File: src/rtl/cpu_pkg.sv
// Shared definitions for the five-stage R/I/J CPU control blocks.
// Holds opcode constants, instruction field positions, the issue
// scoreboard entry type and the issue controller state encoding.
package cpu_pkg;

  localparam logic [5:0]  OP_RTYPE = 6'h00;
  localparam logic [5:0]  OP_LW    = 6'h23;
  localparam logic [5:0]  OP_SW    = 6'h2b;
  localparam logic [5:0]  OP_BEQ   = 6'h04;
  localparam logic [5:0]  OP_J     = 6'h02;
  localparam logic [31:0] NOP_WORD = 32'hffff_ffff;

  localparam int OP_MSB = 31;
  localparam int OP_LSB = 26;
  localparam int RS_MSB = 25;
  localparam int RS_LSB = 21;
  localparam int RT_MSB = 20;
  localparam int RT_LSB = 16;
  localparam int RD_MSB = 15;
  localparam int RD_LSB = 11;

  typedef logic [4:0] reg_idx_t;

  typedef struct packed {
    logic     valid;
    reg_idx_t dest;
  } sb_entry_t;

  typedef enum logic {
    ST_RUN     = 1'b0,
    ST_BR_WAIT = 1'b1
  } issue_state_t;

endpackage

File: src/rtl/issue_ctrl_if.sv
// Handshake bundle between the IF/ID slot and the issue controller.
// master: fetch side, drives if_valid/IR_IF and observes the decisions.
// slave : issue controller, consumes the slot and drives enables,
//         hazard/hold status and the lost-cycle counters.
interface issue_ctrl_if #(
  parameter int CNT_W = 16
);
  logic             if_valid;
  logic [31:0]      IR_IF;
  logic             issue;
  logic             pc_we;
  logic             ifid_we;
  logic             idex_bubble;
  logic             hasHazard;
  logic             br_hold;
  logic [CNT_W-1:0] stall_cnt;
  logic [CNT_W-1:0] br_cnt;

  modport master (
    output if_valid, IR_IF,
    input  issue, pc_we, ifid_we, idex_bubble, hasHazard, br_hold,
           stall_cnt, br_cnt
  );

  modport slave (
    input  if_valid, IR_IF,
    output issue, pc_we, ifid_we, idex_bubble, hasHazard, br_hold,
           stall_cnt, br_cnt
  );
endinterface

File: src/rtl/instr_decode.sv
// Combinational register-usage decode of one instruction word.
// Ports:
//   ir        in  32 : instruction word
//   rs, rt    out 5  : source register fields
//   use_rs/rt out 1  : source is read and is not $0
//   wr_en     out 1  : instruction writes a register other than $0
//   wr_reg    out 5  : destination register (rd for R-type, rt for lw)
//   is_branch out 1  : beq or j
module instr_decode
  import cpu_pkg::*;
(
  input  logic [31:0] ir,
  output reg_idx_t    rs,
  output reg_idx_t    rt,
  output logic        use_rs,
  output logic        use_rt,
  output logic        wr_en,
  output reg_idx_t    wr_reg,
  output logic        is_branch
);

  logic [5:0] op;
  reg_idx_t   rd;
  logic       reads_rs;
  logic       reads_rt;
  logic       writes;

  assign op = ir[OP_MSB:OP_LSB];
  assign rs = ir[RS_MSB:RS_LSB];
  assign rt = ir[RT_MSB:RT_LSB];
  assign rd = ir[RD_MSB:RD_LSB];

  always_comb begin
    reads_rs  = 1'b0;
    reads_rt  = 1'b0;
    writes    = 1'b0;
    wr_reg    = '0;
    is_branch = 1'b0;
    if (ir != NOP_WORD) begin
      case (op)
        OP_RTYPE: begin
          reads_rs = 1'b1;
          reads_rt = 1'b1;
          writes   = 1'b1;
          wr_reg   = rd;
        end
        OP_LW: begin
          reads_rs = 1'b1;
          writes   = 1'b1;
          wr_reg   = rt;
        end
        OP_SW: begin
          reads_rs = 1'b1;
          reads_rt = 1'b1;
        end
        OP_BEQ: begin
          reads_rs  = 1'b1;
          reads_rt  = 1'b1;
          is_branch = 1'b1;
        end
        OP_J: begin
          is_branch = 1'b1;
        end
        default: ;
      endcase
    end
  end

  // $0 is hardwired to zero, so it can neither produce nor suffer a hazard.
  assign use_rs = reads_rs && (rs != '0);
  assign use_rt = reads_rt && (rt != '0);
  assign wr_en  = writes && (wr_reg != '0);

endmodule

File: src/rtl/issue_ctrl.sv
// Issue controller between IF and ID. Tracks destinations of in-flight
// instructions (ID/EX/MEM) in a shift scoreboard, stalls on RAW hazards
// (no forwarding), holds fetch for BR_PENALTY cycles after a branch
// issues, and counts RAW-stall and branch-hold cycles.
// Ports:
//   clk   in : clock, rising edge
//   rst_n in : synchronous active-low reset
//   bus       : issue_ctrl_if.slave (if_valid, IR_IF in; issue, pc_we,
//               ifid_we, idex_bubble, hasHazard, br_hold, stall_cnt,
//               br_cnt out)
module issue_ctrl
  import cpu_pkg::*;
#(
  parameter int DEPTH      = 3,
  parameter int BR_PENALTY = 2,
  parameter int CNT_W      = 16
) (
  input  logic         clk,
  input  logic         rst_n,
  issue_ctrl_if.slave  bus
);

  localparam int BL_W = (BR_PENALTY < 2) ? 1 : $clog2(BR_PENALTY + 1);

  function automatic logic [CNT_W-1:0] sat_inc(input logic [CNT_W-1:0] v);
    return (&v) ? v : v + CNT_W'(1);
  endfunction

  reg_idx_t rs, rt, wr_reg;
  logic     use_rs, use_rt, wr_en, is_branch;

  instr_decode u_decode (
    .ir        (bus.IR_IF),
    .rs        (rs),
    .rt        (rt),
    .use_rs    (use_rs),
    .use_rt    (use_rt),
    .wr_en     (wr_en),
    .wr_reg    (wr_reg),
    .is_branch (is_branch)
  );

  sb_entry_t        sb_q [DEPTH];
  sb_entry_t        sb_d [DEPTH];
  issue_state_t     state_q, state_d;
  logic [BL_W-1:0]  br_left_q, br_left_d;
  logic [CNT_W-1:0] stall_cnt_q, stall_cnt_d;
  logic [CNT_W-1:0] br_cnt_q, br_cnt_d;

  logic has_hazard;
  logic issue;
  logic br_hold;

  // RAW check against every in-flight destination.
  always_comb begin
    logic hit;
    hit = 1'b0;
    for (int i = 0; i < DEPTH; i++) begin
      if (sb_q[i].valid &&
          ((use_rs && (sb_q[i].dest == rs)) || (use_rt && (sb_q[i].dest == rt))))
        hit = 1'b1;
    end
    has_hazard = bus.if_valid && hit;
  end

  always_comb begin
    state_d   = state_q;
    br_left_d = br_left_q;
    issue     = 1'b0;
    br_hold   = 1'b0;
    case (state_q)
      ST_RUN: begin
        issue = bus.if_valid && !has_hazard;
        // A stalled branch only starts its penalty once it actually issues.
        if (issue && is_branch) begin
          state_d   = ST_BR_WAIT;
          br_left_d = BL_W'(BR_PENALTY);
        end
      end
      ST_BR_WAIT: begin
        br_hold   = 1'b1;
        br_left_d = br_left_q - BL_W'(1);
        if (br_left_q <= BL_W'(1))
          state_d = ST_RUN;
      end
      default: state_d = ST_RUN;
    endcase
  end

  // Scoreboard keeps shifting during holds so the bubbles drain it.
  always_comb begin
    sb_d[0].valid = issue && wr_en;
    sb_d[0].dest  = wr_reg;
    for (int i = 1; i < DEPTH; i++)
      sb_d[i] = sb_q[i-1];
  end

  always_comb begin
    stall_cnt_d = stall_cnt_q;
    br_cnt_d    = br_cnt_q;
    if ((state_q == ST_RUN) && has_hazard)
      stall_cnt_d = sat_inc(stall_cnt_q);
    if (state_q == ST_BR_WAIT)
      br_cnt_d = sat_inc(br_cnt_q);
  end

  always_ff @(posedge clk) begin
    if (!rst_n) begin
      for (int i = 0; i < DEPTH; i++)
        sb_q[i] <= '0;
      state_q     <= ST_RUN;
      br_left_q   <= '0;
      stall_cnt_q <= '0;
      br_cnt_q    <= '0;
    end else begin
      for (int i = 0; i < DEPTH; i++)
        sb_q[i] <= sb_d[i];
      state_q     <= state_d;
      br_left_q   <= br_left_d;
      stall_cnt_q <= stall_cnt_d;
      br_cnt_q    <= br_cnt_d;
    end
  end

  // An empty slot never blocks fetch.
  assign bus.issue       = issue;
  assign bus.pc_we       = issue || !bus.if_valid;
  assign bus.ifid_we     = issue || !bus.if_valid;
  assign bus.idex_bubble = !issue;
  assign bus.hasHazard   = has_hazard;
  assign bus.br_hold     = br_hold;
  assign bus.stall_cnt   = stall_cnt_q;
  assign bus.br_cnt      = br_cnt_q;

endmodule
File: src/flat_wrapper.sv
// flat-port wrapper written by rule: the top's interface ports become plain ports
module issue_ctrl_flat import cpu_pkg::*;
#(
  parameter int DEPTH      = 3,
  parameter int BR_PENALTY = 2,
  parameter int CNT_W      = 16
)
  (clk, rst_n, bus_if_valid, bus_IR_IF, bus_issue, bus_pc_we, bus_ifid_we, bus_idex_bubble, bus_hasHazard, bus_br_hold, bus_stall_cnt, bus_br_cnt);
  issue_ctrl_if #(.CNT_W(CNT_W)) bus_i ();
  input  logic clk;
  input  logic rst_n;
  input wire logic [$bits(bus_i.if_valid)-1:0] bus_if_valid;
  input wire logic [$bits(bus_i.IR_IF)-1:0] bus_IR_IF;
  output wire logic [$bits(bus_i.issue)-1:0] bus_issue;
  output wire logic [$bits(bus_i.pc_we)-1:0] bus_pc_we;
  output wire logic [$bits(bus_i.ifid_we)-1:0] bus_ifid_we;
  output wire logic [$bits(bus_i.idex_bubble)-1:0] bus_idex_bubble;
  output wire logic [$bits(bus_i.hasHazard)-1:0] bus_hasHazard;
  output wire logic [$bits(bus_i.br_hold)-1:0] bus_br_hold;
  output wire logic [$bits(bus_i.stall_cnt)-1:0] bus_stall_cnt;
  output wire logic [$bits(bus_i.br_cnt)-1:0] bus_br_cnt;
  assign bus_i.if_valid = bus_if_valid;
  assign bus_i.IR_IF = bus_IR_IF;
  assign bus_issue = bus_i.issue;
  assign bus_pc_we = bus_i.pc_we;
  assign bus_ifid_we = bus_i.ifid_we;
  assign bus_idex_bubble = bus_i.idex_bubble;
  assign bus_hasHazard = bus_i.hasHazard;
  assign bus_br_hold = bus_i.br_hold;
  assign bus_stall_cnt = bus_i.stall_cnt;
  assign bus_br_cnt = bus_i.br_cnt;
  issue_ctrl #(.DEPTH(DEPTH), .BR_PENALTY(BR_PENALTY), .CNT_W(CNT_W)) u_core (.clk(clk), .rst_n(rst_n), .bus(bus_i));
endmodule
File: config.mk
export PLATFORM = sky130hd
export DESIGN_NAME = issue_ctrl_flat
export DESIGN_NICKNAME = d
export VERILOG_FILES = /design/src/rtl/cpu_pkg.sv /design/src/rtl/issue_ctrl_if.sv /design/src/rtl/instr_decode.sv /design/src/rtl/issue_ctrl.sv /design/src/flat_wrapper.sv
export SDC_FILE = /design/constraint.sdc
export NUM_CORES = 1
export LEC_CHECK = 0
export CAP_MARGIN = 20
export CORE_ASPECT_RATIO = 0.7
export CORE_MARGIN = 2
export CORE_UTILIZATION = 50
export CTS_CLUSTER_SIZE = 24
export DETAILED_ROUTE_END_ITERATION = 10
export DONT_BUFFER_PORTS = 1
export PLACE_DENSITY = 0.72
export REMOVE_ABC_BUFFERS = 1
export SYNTH_ARGS = -nofsm -noshare
export SYNTH_HDL_FRONTEND = slang
export SYNTH_SLANG_ARGS = --single-unit
File: constraint.sdc
create_clock -name clk -period 2.6 [get_ports clk]
set_clock_uncertainty 0.15 [all_clocks]
set_input_delay 0.52 -clock clk [delete_from_list [all_inputs] [get_ports clk]]
set_output_delay 0.52 -clock clk [all_outputs]
set_load 0.02 [all_outputs]
# Word level (Yosys, flattened, before mapping)
# Memory sizes are Yosys's and may differ from the RTL's.
# Index checks and enable logic that the tools add are counted.
word_totals:
  register_bits: 35
  ram_bits: 18
  input_bits: 35
  output_inout_bits: 38
  elab_cells: 88
  mem_count: 1
memory_table:
  columns: ["name", "depth", "word_bits", "read_ports", "rd_ports_with_merged_regs", "write_ports", "line_no", "source"]
  rows:
  - ["u_core.sb_q", 3, 6, 3, 0, 3, "issue_ctrl.sv:43", "sb_entry_t sb_q [DEPTH];"]
op_classes:
  addsub: 3
  magnitude_cmp: 1
  n_eq_ne: 12
  mux: 25
  bitwise_logic: 6
  reduce_logical: 36
op_table:
  columns: ["operator", "count"]
  rows:
  - ["$add A16 B1 Y16 const B", 2]
  - ["$ne A32 B32 Y1 const B", 1]
  - ["$reduce_and A16 Y1", 2]
  - ["$eq A5 B5 Y1", 6]
  - ["$mux W6", 3]
  - ["$logic_and A1 B1 Y1", 17]
  - ["$mux W1", 17]
  - ["$reduce_bool A5 Y1", 3]
  - ["$eq A6 B6 Y1 const B", 2]
  - ["$pmux W5 S2", 1]
  - ["$eq A6 B2 Y1 const B", 1]
  - ["$eq A6 B3 Y1 const B", 1]
  - ["$logic_not A6 Y1", 1]
  - ["$mux W5", 1]
  - ["$logic_or A1 B1 Y1", 4]
  - ["$pmux W2 S2", 1]
  - ["$reduce_and A2 Y1", 2]
  - ["$reduce_or A2 Y1", 2]
  - ["$reduce_or A4 Y1", 1]
  - ["$logic_not A1 Y1", 3]
  - ["$not A1 Y1", 3]
  - ["$or A1 B1 Y1", 3]
  - ["$reduce_or A3 Y1", 1]
  - ["$le A2 B1 Y1 const B", 1]
  - ["4 further kinds", 4]

# Depth between registers and ports, before layout
logic_depth:
  ltp_word: 17
  depth_mapped: 9
  mapped_depth_nobuf: 8

# Modules after synthesis
# From an unflattened synthesis, not the netlist that was laid out.
unflattened:
  hier_cells: 325
  hier_area_um2: 2821.5
by_module_without_submodules:
  columns: ["mod", "instances", "cells_per_inst", "area_per_inst_um2", "seq_area_each_um2"]
  rows:
  - ["issue_ctrl", 1, 290, 2565.0, 1061.0]
  - ["instr_decode", 1, 35, 256.5, 0.0]

# Least setup slack after synthesis
# OpenSTA, ideal clock, no wires.
synth_timing:
  kind: "input to output"
  startpoint: "input bus_IR_IF[22]"
  endpoint: "output bus_pc_we"
  t_arrival_ps: 2419
  required_ps: 1930
  setup_slack_ps: -489
  cell_stages: 7
  path_buffers: 1
  cell_sequence: "or4_1 -> o22ai_2 -> nor4_2 -> o21ai_4 -> nand4_1 -> nand2_1 -> buf_4"
synth_between:
  elab_chain_cells: 14
  word_cells_on_any_way: 29
  classes_between: "eq/ne: 4; mux: 6; reduce/logical: 19"
synth_lines:
  columns: ["element", "line_no", "source"]
  rows:
  - ["from (decl)", "flat_wrapper.sv:13", "input wire logic [$bits(bus_i.IR_IF)-1:0] bus_IR_IF;"]
  - ["$ne A32 B32 Y1", "instr_decode.sv:39", "if (ir != NOP_WORD) begin"]
  - ["$mux W1", "instr_decode.sv:39", null]
  - ["$logic_and A1 B1 Y1, on equally long branches", "instr_decode.sv:70, instr_decode.sv:71", null]
  - ["$logic_and A1 B1 Y1", "issue_ctrl.sv:60", "((use_rs && (sb_q[i].dest == rs)) || (use_rt && (sb_q[i].dest == rt))))"]
  - ["$logic_or A1 B1 Y1", "issue_ctrl.sv:60", null]
  - ["$logic_and A1 B1 Y1", "issue_ctrl.sv:59", "if (sb_q[i].valid &&"]
  - ["$mux W1 (2 in series)", "issue_ctrl.sv:59", null]
  - ["$mux W1 *", "issue_ctrl.sv:59", null]
  - ["$logic_and A1 B1 Y1 *", "issue_ctrl.sv:63", "has_hazard = bus.if_valid && hit;"]
  - ["$logic_not A1 Y1 *", "issue_ctrl.sv:73", "issue = bus.if_valid && !has_hazard;"]
  - ["$logic_and A1 B1 Y1 *", "issue_ctrl.sv:73", null]
  - ["$mux W1 *", "issue_ctrl.sv:71", "case (state_q)"]
  - ["$logic_or A1 B1 Y1 *", null, null]
  - ["to (decl)", "flat_wrapper.sv:15", "output wire logic [$bits(bus_i.pc_we)-1:0] bus_pc_we;"]
# Mark *: on every way between the ends. The rest lies on a longest branch, timed or not.

# Worst setup path in the final report
layout_timing:
  startpoint: "input bus_IR_IF[22]"
  endpoint: "output bus_ifid_we"
layout_between:
  elab_chain_cells: 14
  word_cells_on_any_way: 29
  classes_between: "eq/ne: 4; mux: 6; reduce/logical: 19"
layout_lines:
  columns: ["element", "line_no", "source"]
  rows:
  - ["$ne A32 B32 Y1", "instr_decode.sv:39", null]
  - ["$mux W1", "instr_decode.sv:39", null]
  - ["$logic_and A1 B1 Y1, on equally long branches", "instr_decode.sv:70, instr_decode.sv:71", null]
  - ["$logic_and A1 B1 Y1", "issue_ctrl.sv:60", null]
  - ["$logic_or A1 B1 Y1", "issue_ctrl.sv:60", null]
  - ["$logic_and A1 B1 Y1", "issue_ctrl.sv:59", null]
  - ["$mux W1 (2 in series)", "issue_ctrl.sv:59", null]
  - ["$mux W1 *", "issue_ctrl.sv:59", null]
  - ["$logic_and A1 B1 Y1 *", "issue_ctrl.sv:63", null]
  - ["$logic_not A1 Y1 *", "issue_ctrl.sv:73", null]
  - ["$logic_and A1 B1 Y1 *", "issue_ctrl.sv:73", null]
  - ["$mux W1 *", "issue_ctrl.sv:71", null]
  - ["$logic_or A1 B1 Y1 *", "issue_ctrl.sv:128", "assign bus.ifid_we = issue || !bus.if_valid;"]
  - ["to (decl)", "flat_wrapper.sv:16", "output wire logic [$bits(bus_i.ifid_we)-1:0] bus_ifid_we;"]
# Marked as above.

==> metrics.csv <==
stage,metric,value,unit
drt,Detail Route Antenna Nets,0,
grt,All-Layer GR Usage,22.06,%
finish,register area,0.001061,sq mm
place,number of I/O port buffers,0,
finish,P&R area growth vs syn,16.21,%
sta,pin slew with the least headroom to its limit,0.5983,ns
sta,Pins Over Slew Limit,0,
floorplanning,Die Ht,67.06,um
logic_synthesis,Area contributors post-synth,"dfxtp_1 (37%), xnor2_1 (13%), nor2_1 (4.4%)",
logic_synthesis,Yosys top cell area share,37.36,%
floorplanning,die area,0.006309,sq mm
finish,"non-filler cells, final",428,
logic_synthesis,Mapped Cells,323,
worst_setup_path,crit-path cells,or4_4 > o22ai_4 > nor4_4 > o21ai_4 > nand4_1 > nand2_1 > buf_6,
sta,PnR worst setup slack,-0.1080,ns
drt,WL per Instance,15.23,um
sta,final worst-path cycle share,104.2,%
power,PD cells,420.5,mW/mm^2
clock_network,clk sinks,53,
clock_network,Max Buffers Root-to-Sink,2,
place,DP HPWL,4.891,mm
logic_synthesis,"Distinct cells, synth",49,
logic_synthesis,number of flops mapped to enable cells by yosys,0,
worst_setup_path,Worst Path Required,1.93,ns
worst_setup_path,Setup crit end kind,output pin,
logic_synthesis,"FF+latch count, synth",53,
sta,Final min period,2.708,ns
grt,GRT overflow,0,
worst_setup_path,worst r2r path cells,10,
place,GPL Wtd Cong,0.8954,
sta,Rel. slew slack,60.03,%
floorplanning,Std-Cell Rows,22,
clock_network,Root Buffer,clkbuf_8,
drt,Via density,5.659,
floorplanning,Core Area,0.005368,sq mm
finish,ratio of cells with drive above 1 in the final layout,16.57,%
place,dpl cells,418,
worst_setup_path,CP Launch Type,input pin,
clock_network,H-tree levels,2,
worst_setup_path,Worst path slowest cell,or4_4,
worst_setup_path,Worst Setup EP,bus_ifid_we,
worst_setup_path,critical path class,in -> out,
floorplanning,Die W,94.08,um
finish,FILL cells,477,
power,worst ir drop on vdd,0.0002827,V
grt,initial antenna violation count,0,
worst_setup_path,worst reg2reg startpoint,u_core.sb_q[0][9],
worst_setup_path,reg2reg end,u_core.bus.stall_cnt[1],
sta,"Hold Vio Cnt, Final",0,
job,max-capacitance violation count,0,
drt,DRC,0,
worst_hold_path,HP Class,in -> reg,
sta,final setup fails,4,
grt,pin count of the biggest net entering global routing,22,
drt,Vias,2422,
status,outcome,"finished, violations left",
grt,vias in the first global route,2298,
clock_network,TritonCTS clock tree,built,
floorplanning,initial core utilization,52.91,%
clock_network,TritonCTS Buffers,5,
worst_setup_path,Critical Path Fanout Max,4,
worst_setup_path,crit path DAT,2.04,ns
status,failing checks,setup timing,
power,Pleak,1.095,nW
worst_setup_path,CP Launch Point,bus_IR_IF[22],
drt,TritonRoute pass-1 iters,4,
clock_network,"Clk pin slew, worst setup/hold paths",0.09,ns
sta,setup TNS,-0.3173,ns
sta,Fmax,0.3693,GHz
logic_synthesis,yosys synthesis warning count,0,
logic_synthesis,ys flop type,dfxtp_1,
drt,Starting DRT DRC Count,174,
clock_network,"Clk Latency, worst-skew pair",0.30,ns
grt,first-pass GRT wire length,10.91,mm
clock_network,# hold bufs at CTS,0,
logic_synthesis,"Cell Area, Synth",0.002840,sq mm
finish,number of antenna diodes,0,
logic_synthesis,Synth Area per Inst,8.793,sq um
logic_synthesis,"Async S/R FF share, synth",0,%
worst_setup_path,Max stage delay on crit path,0.54,ns
drt,Detailed Route WL,6.519,mm
worst_setup_path,reg2reg setup slack,0.26,ns
logic_synthesis,"Seq/Total Area, Yosys",37.36,%
finish,final net count,393,
finish,Multi-input gate area,0.001737,sq mm
floorplanning,I/O Pins,73,
logic_synthesis,top cell type by total area after synthesis,dfxtp_1,
sta,RSZ-0062 raised after global routing,true,
[cells in the mapped netlist, drive strengths merged, types with 4 or more instances]
cell and n:
buf 4, nand3 23, nand2 24, clkbuf 5
and4 5, and2 14, a21oi 13, o21ai 12
xor2 5, nor2 33, nand4 8, xnor2 42
a21o 4, dfxtp 53, mux2i 4, a311oi 6
nor3 4, a22oi 5, nor4 10, inv 11
or3 5
[what timing repair did]
action                     4_1_cts  5_1_grt
setup buffers                    0        2
resized for setup                6        3
pin swaps                        6        0
setup endpoints to repair        5        5
[per-stage QoR]
step	hold WS [ns]	total power, mW	util, %	cell area, sq um	setup WS [ns]
after floorplan	0.3062	0.8937	-	2794	-0.4079
after global placement	0.3153	0.9122	58.44	3137	-0.09293
after detailed placement	0.3346	0.9135	58.44	3137	-0.1074
after CTS	0.1662	1.401	61.00	3274	-0.05528
after global routing	0.1741	1.453	61.49	3301	-0.1730
final	0.1849	1.388	61.49	3301	-0.1080
[flip-flops by register name, indices dropped and copies added, names as in the netlist]
signal / flops
u_core.sb_q: 18
u_core.bus.stall_cnt: 16
u_core.state_q: 1
u_core.br_left_q: 2
u_core.bus.br_cnt: 16
[power breakdown]
group / switching, mW / internal (mW)
Sequential: 0.00281 / 0.813
Clock: 0.269 / 0.216
Combinational: 0.0467 / 0.0397
[cells by family (layout without fill, tap and decap cells)]
| kind of cell | count (synthesis) | in the layout | synth area share [%] |
|---|---|---|---|
| buffers and inverters | 21 | 54 | 3.216 |
| AO/OA/AOI/OAI | 53 | 53 | 14.41 |
| flip-flops | 53 | 53 | 37.36 |
| multiplexers | 4 | 4 | 1.410 |
| adder cells (fa/ha/maj) | 3 | 3 | 1.322 |
| AND/OR/NAND/NOR | 142 | 142 | 27.80 |
| XOR/XNOR | 47 | 47 | 14.49 |
[how the worst min path moves through the flow]
stage	startpoint	endpoint	cells after the start
4_1_cts	rst_n	u_core.state_q	2
2_1_floorplan	u_core.br_left_q[1]	u_core.br_left_q[1]	2
3_3_place_gp	u_core.br_left_q[1]	u_core.br_left_q[1]	2
5_1_grt	rst_n	u_core.sb_q[0][14]	1
6_report	rst_n	u_core.state_q	2
3_5_place_dp	u_core.br_left_q[1]	u_core.br_left_q[1]	2
[critical path: cells and delay by family]
| family | cells | cell delay [ns] |
|---|---|---|
| buffers and inverters | 1 | 0.15 |
| and+or+nand+nor | 4 | 0.98 |
| AOI/OAI and AO/OA | 2 | 0.38 |
[layout make-up]
class	count	share of cell area, %
flip-flops and latches	53	32.15
repair buffers	34	8.226
multi-input cells	249	52.62
well taps	72	2.729
inverters	12	1.365
clock inverters	2	0.4170
clock buffers	6	2.502
[metal layers]
metal	share of wire [%]	GRT usage, %
met2	43	33.04
met5	0	0
met3	8.2	5.543
met4	0.15	3.804
met1	49	32.29
[placed cells by master, fill, tap and decap left out, types with 2 or more instances in the layout]
cell type   n
or3_1       5
clkbuf_8    6
xor2_1      5
nor4_4      4
dfxtp_1    53
o21ai_0     9
a21oi_1    13
xnor2_1    42
nand2_1    24
nand3_1    23
nor4_2      3
nand3b_1    2
a22oi_1     5
and3_1      3
nor3_1      4
ha_1        3
a21o_1      4
nand2b_1    2
o21ai_4     3
a311oi_1    6
and2_1     13
and4_1      5
nor2_1     33
nor4_1      3
inv_1      11
nand4b_1    2
buf_4      32
nand4_1     8
mux2i_1     4
o211ai_1    2
or4_4       2
nor3b_1     2
(Power assumes the default switching activity.)
